## src/rtl/cpu_ctrl_fsm.sv

```systemverilog
// Multi-cycle control FSM: fetch/decode/exec/mem/crypto-wait/write-back; strobes decoded combinationally from state+op_q.
// Latency ALU 4, NOP/JMP/JZ 3, LOAD 5, STORE 4, ENC/DEC 4+crypto; stalls on mem_ready/crypto_done, halts on fault.
module cpu_ctrl_fsm #(
    parameter int OPCODE_W = 4,
    parameter int TIMEOUT  = 64,
    parameter int CNT_W    = 16
) (
    input  logic                clk,
    input  logic                reset,
    input  logic [OPCODE_W-1:0] opcode,
    input  logic                zero_flag,
    input  logic                mem_ready,
    input  logic                crypto_done,
    output logic                mem_re,
    output logic                mem_we,
    output logic                ir_load,
    output logic                pc_en,
    output logic                pc_load,
    output logic                reg_we,
    output logic [2:0]          alu_op,
    output logic                crypto_start,
    output logic                crypto_mode,
    output logic                halted,
    output logic                error,
    output logic [2:0]          state,
    output logic [CNT_W-1:0]    instr_count
);

    localparam int TW = (TIMEOUT > 1) ? $clog2(TIMEOUT) : 1;

    localparam logic [OPCODE_W-1:0] OP_NOP   = OPCODE_W'(0);
    localparam logic [OPCODE_W-1:0] OP_ADD   = OPCODE_W'(1);
    localparam logic [OPCODE_W-1:0] OP_SUB   = OPCODE_W'(2);
    localparam logic [OPCODE_W-1:0] OP_XOR   = OPCODE_W'(3);
    localparam logic [OPCODE_W-1:0] OP_ROL   = OPCODE_W'(4);
    localparam logic [OPCODE_W-1:0] OP_LOAD  = OPCODE_W'(5);
    localparam logic [OPCODE_W-1:0] OP_STORE = OPCODE_W'(6);
    localparam logic [OPCODE_W-1:0] OP_JMP   = OPCODE_W'(7);
    localparam logic [OPCODE_W-1:0] OP_JZ    = OPCODE_W'(8);
    localparam logic [OPCODE_W-1:0] OP_ENC   = OPCODE_W'(9);
    localparam logic [OPCODE_W-1:0] OP_DEC   = OPCODE_W'(10);
    localparam logic [OPCODE_W-1:0] OP_HALT  = OPCODE_W'(15);

    typedef enum logic [2:0] {
        S_FETCH  = 3'd0,
        S_DECODE = 3'd1,
        S_EXEC   = 3'd2,
        S_MEM    = 3'd3,
        S_CWAIT  = 3'd4,
        S_WB     = 3'd5,
        S_HALT   = 3'd6
    } state_t;

    state_t              state_q, state_d;
    logic [OPCODE_W-1:0] op_q, op_d;
    logic [TW-1:0]       tmo_q, tmo_d;
    logic [CNT_W-1:0]    cnt_q;
    logic                halted_q, halted_d;
    logic                error_q, error_d;

    logic mem_re_c, mem_we_c, ir_load_c, pc_en_c, pc_load_c, reg_we_c, crypto_start_c;

    always_comb begin
        state_d        = state_q;
        op_d           = op_q;
        tmo_d          = tmo_q;
        halted_d       = halted_q;
        error_d        = error_q;
        mem_re_c       = 1'b0;
        mem_we_c       = 1'b0;
        ir_load_c      = 1'b0;
        pc_en_c        = 1'b0;
        pc_load_c      = 1'b0;
        reg_we_c       = 1'b0;
        crypto_start_c = 1'b0;
        alu_op         = 3'b000;
        crypto_mode    = 1'b0;

        case (state_q)
            S_FETCH: begin
                mem_re_c = 1'b1;
                if (mem_ready) begin
                    ir_load_c = 1'b1;
                    state_d   = S_DECODE;
                end
            end
            S_DECODE: begin
                op_d    = opcode;
                state_d = S_EXEC;
            end
            S_EXEC: begin
                case (op_q)
                    OP_ADD, OP_SUB, OP_XOR, OP_ROL: begin
                        alu_op  = op_q[2:0];
                        state_d = S_WB;
                    end
                    OP_LOAD, OP_STORE: state_d = S_MEM;
                    OP_NOP: begin
                        pc_en_c = 1'b1;
                        state_d = S_FETCH;
                    end
                    OP_JMP: begin
                        pc_load_c = 1'b1;
                        state_d   = S_FETCH;
                    end
                    OP_JZ: begin
                        pc_load_c = zero_flag;
                        pc_en_c   = ~zero_flag;
                        state_d   = S_FETCH;
                    end
                    OP_ENC, OP_DEC: begin
                        crypto_start_c = 1'b1;
                        crypto_mode    = op_q[1];
                        tmo_d          = '0;
                        state_d        = S_CWAIT;
                    end
                    OP_HALT: begin
                        halted_d = 1'b1;
                        state_d  = S_HALT;
                    end
                    default: begin
                        halted_d = 1'b1;
                        error_d  = 1'b1;
                        state_d  = S_HALT;
                    end
                endcase
            end
            S_MEM: begin
                if (op_q == OP_LOAD) begin
                    mem_re_c = 1'b1;
                end else begin
                    mem_we_c = 1'b1;
                end
                if (mem_ready) begin
                    if (op_q == OP_LOAD) begin
                        state_d = S_WB;
                    end else begin
                        pc_en_c = 1'b1;
                        state_d = S_FETCH;
                    end
                end
            end
            S_CWAIT: begin
                crypto_mode = op_q[1];
                // done beats the timeout when both land in the same cycle
                if (crypto_done) begin
                    state_d = S_WB;
                end else if (tmo_q == TW'(TIMEOUT - 1)) begin
                    halted_d = 1'b1;
                    error_d  = 1'b1;
                    state_d  = S_HALT;
                end else begin
                    tmo_d = tmo_q + TW'(1);
                end
            end
            S_WB: begin
                reg_we_c = 1'b1;
                pc_en_c  = 1'b1;
                state_d  = S_FETCH;
            end
            S_HALT: begin
                halted_d = 1'b1;
            end
            default: state_d = S_FETCH;
        endcase
    end

    always_ff @(posedge clk) begin
        if (reset) begin
            state_q  <= S_FETCH;
            op_q     <= '0;
            tmo_q    <= '0;
            cnt_q    <= '0;
            halted_q <= 1'b0;
            error_q  <= 1'b0;
        end else begin
            state_q  <= state_d;
            op_q     <= op_d;
            tmo_q    <= tmo_d;
            halted_q <= halted_d;
            error_q  <= error_d;
            if (pc_en_c || pc_load_c) begin
                cnt_q <= cnt_q + CNT_W'(1);
            end
        end
    end

    // Strobes are suppressed during the reset cycle so an abandoned instruction leaves no side effects.
    assign mem_re       = mem_re_c & ~reset;
    assign mem_we       = mem_we_c & ~reset;
    assign ir_load      = ir_load_c & ~reset;
    assign pc_en        = pc_en_c & ~reset;
    assign pc_load      = pc_load_c & ~reset;
    assign reg_we       = reg_we_c & ~reset;
    assign crypto_start = crypto_start_c & ~reset;

    assign halted      = halted_q;
    assign error       = error_q;
    assign state       = state_q;
    assign instr_count = cnt_q;

    a_pc_excl: assert property (@(posedge clk) !(pc_en && pc_load));
    a_mem_excl: assert property (@(posedge clk) !(mem_re && mem_we));

endmodule

```

## config.mk

```make
export PLATFORM = sky130hd
export DESIGN_NAME = cpu_ctrl_fsm
export DESIGN_NICKNAME = d
export VERILOG_FILES = /design/src/rtl/cpu_ctrl_fsm.sv
export SDC_FILE = /design/constraint.sdc
export NUM_CORES = 1
export LEC_CHECK = 0
export CAP_MARGIN = 10
export CELL_PAD_IN_SITES_DETAIL_PLACEMENT = 1
export CELL_PAD_IN_SITES_GLOBAL_PLACEMENT = 2
export CORE_AREA = 4 4 77 79
export CTS_CLUSTER_DIAMETER = 60
export DETAILED_ROUTE_END_ITERATION = 6
export DIE_AREA = 0 0 81 83
export DONT_BUFFER_PORTS = 1
export GPL_ROUTABILITY_DRIVEN = 0
export GPL_TIMING_DRIVEN = 0
export PLACE_DENSITY_LB_ADDON = 0.1
export SETUP_SLACK_MARGIN = 0.15
export SKIP_LAST_GASP = 1
export SYNTH_ARGS = -nofsm -noshare
export SYNTH_HDL_FRONTEND = slang
export SYNTH_SLANG_ARGS = --single-unit
```

## constraint.sdc

```tcl
create_clock -name clk -period 2.5 [get_ports clk]
set_input_delay 0.5 -clock clk [delete_from_list [all_inputs] [get_ports clk]]
set_output_delay 0.5 -clock clk [all_outputs]
set_load 0.05 [all_outputs]
```

==> results.md, run 1 <==
- Synth Cell Area: between 1500 and 2000 um2
- Vert. Die Dim: between 80 and 90 um
- Ports: between 40 and 50
- H-tree depth: 2
- Sequential area share after synthesis: between 30% and 40%
- Setup slack, reg-to-reg: approximately 410 ps
- Critical-path cell list: or3b_1 -> buf_6 -> nor4_4
- Initial core utilization: 33.5%
- Antenna Cells: 0
- Setup repair after global routing missed its margin: true
- LEAKAGE: between 0.7 and 0.8 nW
- Cells after DPL: just over 300
- Post-layout instance area: 2260 um2
- Yosys top cell area share: around a third
- Critical path data required time: roughly 2000 ps
- Synth area leader: dfxtp_1
- Site Rows: 27
- Tmin final: roughly 2400 ps
- Die Area: ~6700 um2
- Fin Hold WS: approximately 370 ps
- Critical Path Source Type: register
- Vias/cell: about 5.4
- Overall Power: approximately 1.3 mW
- Root Driver: clkbuf_8
- DR vias: 1,730
- CTS Buf Count: 5
- Grt total ovfl: 0
- Largest net degree at the start of global routing: 11
- Number of port buffers: 0
- Post-Layout Cell Count: ~320
- CTS tree: done
- Initial antenna violation count: 0
- Peak supply drop: approximately 0.22 mV
- Layout area overhead: 26.6%
- Layout cells sized above 1: approximately a quarter
- First drt pass iteration count: 4
- Slowest stage delay, CP: ~550 ps
- Kind of critical path: register to primary output
- Maxcap violations: 0
- Critical Path AT: roughly 1900 ps
- Max Clock Skew: roughly 6 ps
- CP Buf/Inv Count: 1
- GR Util met2: 29.2%
- Fillers: 656
- Fin util: a little over two fifths
- Pre-CTS setup slack: -282 ps
- Cells after synthesis: between 200 and 250
- Final setup margin: 149 ps
- First-pass GRT wire length: 9.20 mm
- Sink Count: 31
- CP max FO: 5
- M3 GR Usage: around 4.2%
- Top delay family on crit path: simple AND/OR/NAND/NOR gates
- Synth Register Bits: 31
- Drt total wl: 5.64 mm
- Maximum clock insertion buffer count: 2
- Register clock-pin slew on the reported worst setup and hold paths: 70 ps
- Avg Cell Area, Syn: about 8 um2
- Fmax achieved: ~430 MHz
- Synth Net Count: about 240
- Hold Crit Class: input port to register
- Synth top area cells: dfxtp_1 35%, nor2_1 8.0%, xor2_1 4.9%, a21oi_1 4.2%, nand2_1 3.6%
- Synth unique cells: between 40 and 50
- Post-DR wirelength/cell: between 15 and 20 um
- Pwr per Cell Area: 558 nW/um2
- # setup viols final: 0
- Setup TNS: 0 ps
- Post-CTS Hold Buffers: 0
- Worst-Skew Late Latency: 280 ps
- Final Hold Fails: 0
- Crit-path slowest cell: nor4_4
- ANT nets after route: 0
- Sequential standard cell area: approximately 640 um2
- DRC Markers: 0
- Slew @ Worst Pin: 742 ps
- Slew HR: approximately half
- Multi-input combinational cell area: about 1200 um2
- Initial DRC count: 90
- Total GRT Usage: between 10% and 20%
- Number of global-route vias before repair: 1,804
- Crit end category: primary output
- YS warnings: 0
- Fin nets: ~260
- Placed cell area: ~1900 um2
- Met1 Resource Use GR: between 20% and 30%
- Fin crit share: 94.0%
- Horiz. Die Dim: 81 um
- GR peak layer: met2
- Core footprint: 5340 um2
- Status: completed
- DP HPWL: 4.01 mm
- Slew Viols, Final: 0
[report_power, final]
group / switching, mW / internal [mW] / total, mW
logic: 0.159 / 0.0971 / 0.256
registers: 0.0492 / 0.509 / 0.558
clock network: 0.199 / 0.251 / 0.450
total: 0.408 / 0.857 / 1.26
[cell families after synthesis]
logic type               count (synthesis)  share of synthesized area [%]
AO/OA/AOI/OAI                           50                           18.0
XOR/XNOR                                15                           7.34
adder cells (fa/ha/maj)                  2                           1.40
buffers and inverters                   20                           4.62
flip-flops                              31                           34.7
multiplexers                             6                           3.50
AND/OR/NAND/NOR                        106                           30.4
[sequential cells by signal (all words and copies together), names as in the netlist]
signal / cells
tmo_q: 6
error: 1
op_q: 4
instr_count: 16
halted: 1
state: 3
[path summary, 6_finish.rpt]
check / startpoint / endpoint / cells after the start
max: state[1] / alu_op[2] / 3
min: opcode[3] / op_q[3] / 2
max reg2reg: state[1] / instr_count[12] / 6
min reg2reg: tmo_q[5] / tmo_q[5] / 2
[Yosys cell counts (all sizes together)]
master,count
and4bb,1
nand2b,5
nor2,38
o2111ai,2
mux2i,4
nand3,6
or3b,1
and3,1
a31oi,2
nor3b,2
nor2b,6
xnor2,5
ha,2
nand3b,1
o21ai,12
a21o,2
and2,1
o2bb2ai,1
nand4,5
or3,6
nand2,17
and3b,1
o211ai,6
nor4b,1
a21boi,1
xor2,10
or2,1
a211oi,2
nor4,5
a32oi,1
inv,4
o21a,1
mux2,2
a21oi,16
nor3,4
nand4b,2
buf,6
a22oi,1
o21bai,1
o31ai,2
or4,2
clkbuf,10
dfxtp,31
[placed cells by master, fill, tap and decap left out, types with 5 or more instances in the layout]
| cell type | n |
|---|---|
| clkbuf_8 | 7 |
| or3_1 | 5 |
| nand2_1 | 17 |
| nand4_1 | 5 |
| nand3_1 | 5 |
| o21ai_0 | 10 |
| o211ai_1 | 6 |
| xnor2_1 | 5 |
| nand2b_1 | 5 |
| nor2_1 | 34 |
| a21oi_1 | 15 |
| buf_4 | 8 |
| xor2_1 | 10 |
| dfxtp_1 | 24 |
[per-layer routing]
metal,part of all wire (%),vias up
met3,5.5,2
li1,-,842
met4,0.44,0
met1,43,843
met2,51,43
met5,0,-
[cell type report]
cell class	count	area share, %
Timing Repair Buffer	8	3.20
Clock buffer	7	4.25
Clock inverter	1	0.331
Tap cell	72	3.98
Inverter	4	0.663
Buffer	16	4.92
Multi-Input combinational cell	179	54.5
Sequential cell	31	28.1
[what timing repair did]
item | 4_1_cts | 5_1_grt
pin swaps | 6 | 5
setup buffers | 2 | 6
gates resized for setup | 32 | 22
setup endpoints to repair | 18 | 14
Note: power is estimated with default switching activity, not from simulation.
==> run 2: changes to the inputs <==
--- a/config.mk
+++ b/config.mk
@@ -5,17 +5,19 @@
 export SDC_FILE = /design/constraint.sdc
 export NUM_CORES = 1
 export LEC_CHECK = 0
+export ABC_AREA = 1
 export CAP_MARGIN = 10
 export CELL_PAD_IN_SITES_DETAIL_PLACEMENT = 1
 export CELL_PAD_IN_SITES_GLOBAL_PLACEMENT = 2
-export CORE_AREA = 4 4 77 79
+export CORE_AREA = 4 4 83 85
 export CTS_CLUSTER_DIAMETER = 60
 export DETAILED_ROUTE_END_ITERATION = 6
-export DIE_AREA = 0 0 81 83
+export DIE_AREA = 0 0 87 89
 export DONT_BUFFER_PORTS = 1
 export GPL_ROUTABILITY_DRIVEN = 0
 export GPL_TIMING_DRIVEN = 0
 export PLACE_DENSITY_LB_ADDON = 0.1
+export RECOVER_POWER = 25
 export SETUP_SLACK_MARGIN = 0.15
 export SKIP_LAST_GASP = 1
 export SYNTH_ARGS = -nofsm -noshare
==> run 2 against run 1 <==
Hold slack gained 42 ps. Worst setup slack improved by 33 ps. Utilization is 5.0 points lower. Critical endpoint is now pc_load. Die area is 15% higher. Highest routed layer unchanged. Cell area up 2.5%. Synthesized cell count increased by 38%. Wire length rose by 10%. Flip-flop and latch count is the same. Synthesized area rose by 11%. Sequential share of layout area fell by 0.80 points.
==> results.md, run 2 <==
- Largest net degree at the start of global routing: 11 (unchanged)
- Peak supply drop: 0.278 mV (+24%)
- Layout cells sized above 1: 15.8% (-8.2 points)
- Sequential area share after synthesis: 31.3% (-3.4 points)
- Pwr per Cell Area: 723 nW/um2 (+30%)
- Core footprint: 6200 um2 (+16%)
- Vert. Die Dim: 89 um (+7.2%)
- Hold Crit Class: input port to register
- CTS Buf Count: 5 (unchanged)
- Post-synth top cells: 88 x nand2_1, 40 x nor2_1, 35 x nand3_1
- Grt total ovfl: 0 (unchanged)
- LEAKAGE: 0.924 nW (+19%)
- Post-DR wirelength/cell: 15.3 um (-14%)
- Fmax achieved: 431 MHz (+1.4%)
- Source of the worst hold timing path: opcode[3]
- CP Buf/Inv Count: 3 (+2)
- Synth area leader: dfxtp_1
- DRC Markers: 0 (unchanged)
- Site Rows: 29 (+7.4%)
- Avg Cell Area, Syn: 6.24 um2 (-20%)
- Worst-Skew Late Latency: 290 ps (about the same)
- Final Hold Fails: 0 (unchanged)
- Vias/cell: 4.96 (-8.8%)
- Critical path data required time: 2000 ps (about the same)
- Mux share of post-synthesis cell area: 0% (-3.5 points)
- Final setup margin: 182 ps (+33.4 ps)
- Cells after synthesis: 318 (+38%)
- Initial antenna violation count: 0 (unchanged)
- Most common cell after layout, fill and taps aside: nand2_1
- Post-layout instance area: 2320 um2 (+2.5%)
- Maximum clock insertion buffer count: 2 (unchanged)
- Die Area: 7740 um2 (+15%)
- Crit end category: primary output
- Setup crit start: state[2]
- Synth async-reset ratio: 0% (unchanged)
- Post-CTS setup buffer count: 0 (-2)
- Largest family of logic cells by synthesized area: simple AND/OR/NAND/NOR gates
- Fin crit share: 92.7% (-1.3 points)
- Leading register cell type out of synthesis: dfxtp_1
- Layout area overhead: 17.0%
- Status: completed
- Number of global-route vias before repair: 2,154 (+19%)
- Ports: 41 (unchanged)
- Placed cell area: 2120 um2 (+9.0%)
- Setup slack, reg-to-reg: 510 ps (+100 ps)
- CTS tree: done
- Post-synthesis adder-cell area fraction: 1.26% (-0.14 points)
- CP max FO: 10 (+5)
- Synth top area cells: dfxtp_1 31%, nand2_1 17%, nand3_1 8.8%, nor2_1 7.6%, a21oi_1 7.3%
- Number of port buffers: 0 (unchanged)
- Initial core utilization: 32.0% (-1.5 points)
- Synth Cell Area: 1990 um2 (+11%)
- DR vias: 2,015 (+16%)
- DP HPWL: 4.70 mm (+17%)
- # setup viols final: 0 (unchanged)
- Synth Net Count: 329 (+37%)
- YS warnings: 0 (unchanged)
- First-pass GRT wire length: 10.4 mm (+13%)
- Register clock-pin slew on the reported worst setup and hold paths: 70 ps (about the same)
- Launch point of the worst reg-to-reg path: instr_count[0]
- Antenna Cells: 0 (unchanged)
- Slew @ Worst Pin: 886 ps (+144 ps)
- Horiz. Die Dim: 87 um (+7.4%)
- Post-synthesis simple-gate area fraction: 41.7% (+11 points)
- Max Clock Skew: 9.19 ps (+3.06 ps)
- Root Driver: clkbuf_8
- Total GRT Usage: 17.4% (about the same)
- Maxcap violations: 0 (unchanged)
- Fillers: 838 (+28%)
- Initial DRC count: 27 (-70%)
- Tmin final: 2320 ps (-33.4 ps)
- Pre-CTS setup slack: -266 ps (+15.5 ps)
- Number of synthesized flops with an enable pin: 0 (unchanged)
- Slowest stage delay, CP: 430 ps (-120 ps)
- Commonest non-fill, non-tap cells in the layout: 86 x nand2_1, 36 x nor2_1, 34 x nand3_1, 30 x inv_1, 28 x a21oi_1
- Drt total wl: 6.21 mm (+10%)
- Overall Power: 1.68 mW (+33%)
- Setup repair after global routing missed its margin: true
- Top delay family on crit path: simple AND/OR/NAND/NOR gates
- Critical Path Source Type: register
- Synth Area in XOR/XNOR: 5.29% (-2.0 points)
- Fin nets: 339 (+32%)
- ANT nets after route: 0 (unchanged)
- First drt pass iteration count: 4 (unchanged)
- Post-CTS Hold Buffers: 0 (unchanged)
- Yosys top cell area share: 31.3% (-3.4 points)
- Setup TNS: 0 ps (unchanged)
- Slew HR: 40.6% (-9.6 points)
- H-tree depth: 2 (unchanged)
- Kind of critical path: register to primary output
- Critical-path cell list: inv_1 -> nand3_2 -> inv_2 -> nand2_2 -> clkbuf_4 -> nor2_4
- Critical Path AT: 1820 ps (-30 ps)
- Slew Viols, Final: 0 (unchanged)
- Crit-path slowest cell: dfxtp_4
- Count leader, synth: nand2_1
- Synth Register Bits: 31 (unchanged)
- Number of flip-flops in the largest register: 16 (unchanged)
- Synth unique cells: 31 (-33%)
- Compound-cell area share of the yosys netlist: 11.3% (-6.7 points)
- Sink Count: 31 (unchanged)
run 2: cell types whose count changed after synthesis, sizes merged, moves of 5 or more:
cell / before / now
nand2: 17 / 90
inv: 4 / 36
nand3: 6 / 38
a21oi: 16 / 29
nor2: 38 / 47
clkbuf: 10 / 3
nor2b: 6 / 0
or3: 6 / 0
nand2b: 5 / 0
o211ai: 6 / 1
xor2: 10 / 5
run 2: logic make-up after synthesis:
group / Yosys count
and+or+nand+nor: 187
DFF: 31
adders and majority gates: 2
xor gates and xnor gates: 12
AOI/OAI and AO/OA: 43
buffers and inverters: 43
run 2: cell type report:
cell class	instances	area [um2]	share of cell area (%)
flip-flops and latches	31	634	27.3
inverters	36	139	5.98
multi-input cells	244	1260	54.2
clock buffers	6	82.6	3.56
repair buffers	3	22.5	0.970
clock inverters	2	35.0	1.51
plain buffers	7	53.8	2.32
well taps	77	96.3	4.15
run 2: stage by stage:
step	utilization, %	cells	hold slack, ps
floorplan	-	318	467
global route	37.4	406	427
global placement	33.8	395	488
CTS	36.9	406	401
finish	37.4	406	410
detailed placement	34.2	398	504
run 2: layer usage:
layer | up-vias | share of wire, % | track usage, % | routed length (um)
met3 | 7 | 4.5 | 3.96 | 282
li1 | 1040 | - | - | -
met5 | - | 0 | 0 | 0
met2 | 30 | 52 | 32.8 | 3200
met4 | 0 | 1.2 | 5.10 | 73
met1 | 938 | 43 | 19.3 | 2660
run 2: what timing repair did:
item	CTS	global route
hold endpoints to repair	0	0
gates resized for setup	15	10
pin swaps	1	3
endpoints found under the setup margin	10	5
run 2: path summary, 6_finish.rpt:
path	endpoint	cells after the start
setup / recovery	pc_load	6
hold / removal	op_q[3]	2
setup reg to reg	instr_count[14]	8
hold reg to reg	tmo_q[5]	2
run 2: where the power goes:
part	total, mW	internal, mW	switching (mW)	leakage (nW)
clock network	0.533	0.323	0.210	0.0612
logic	0.469	0.130	0.338	0.609
registers	0.679	0.542	0.137	0.254
total	1.68	0.995	0.685	0.924
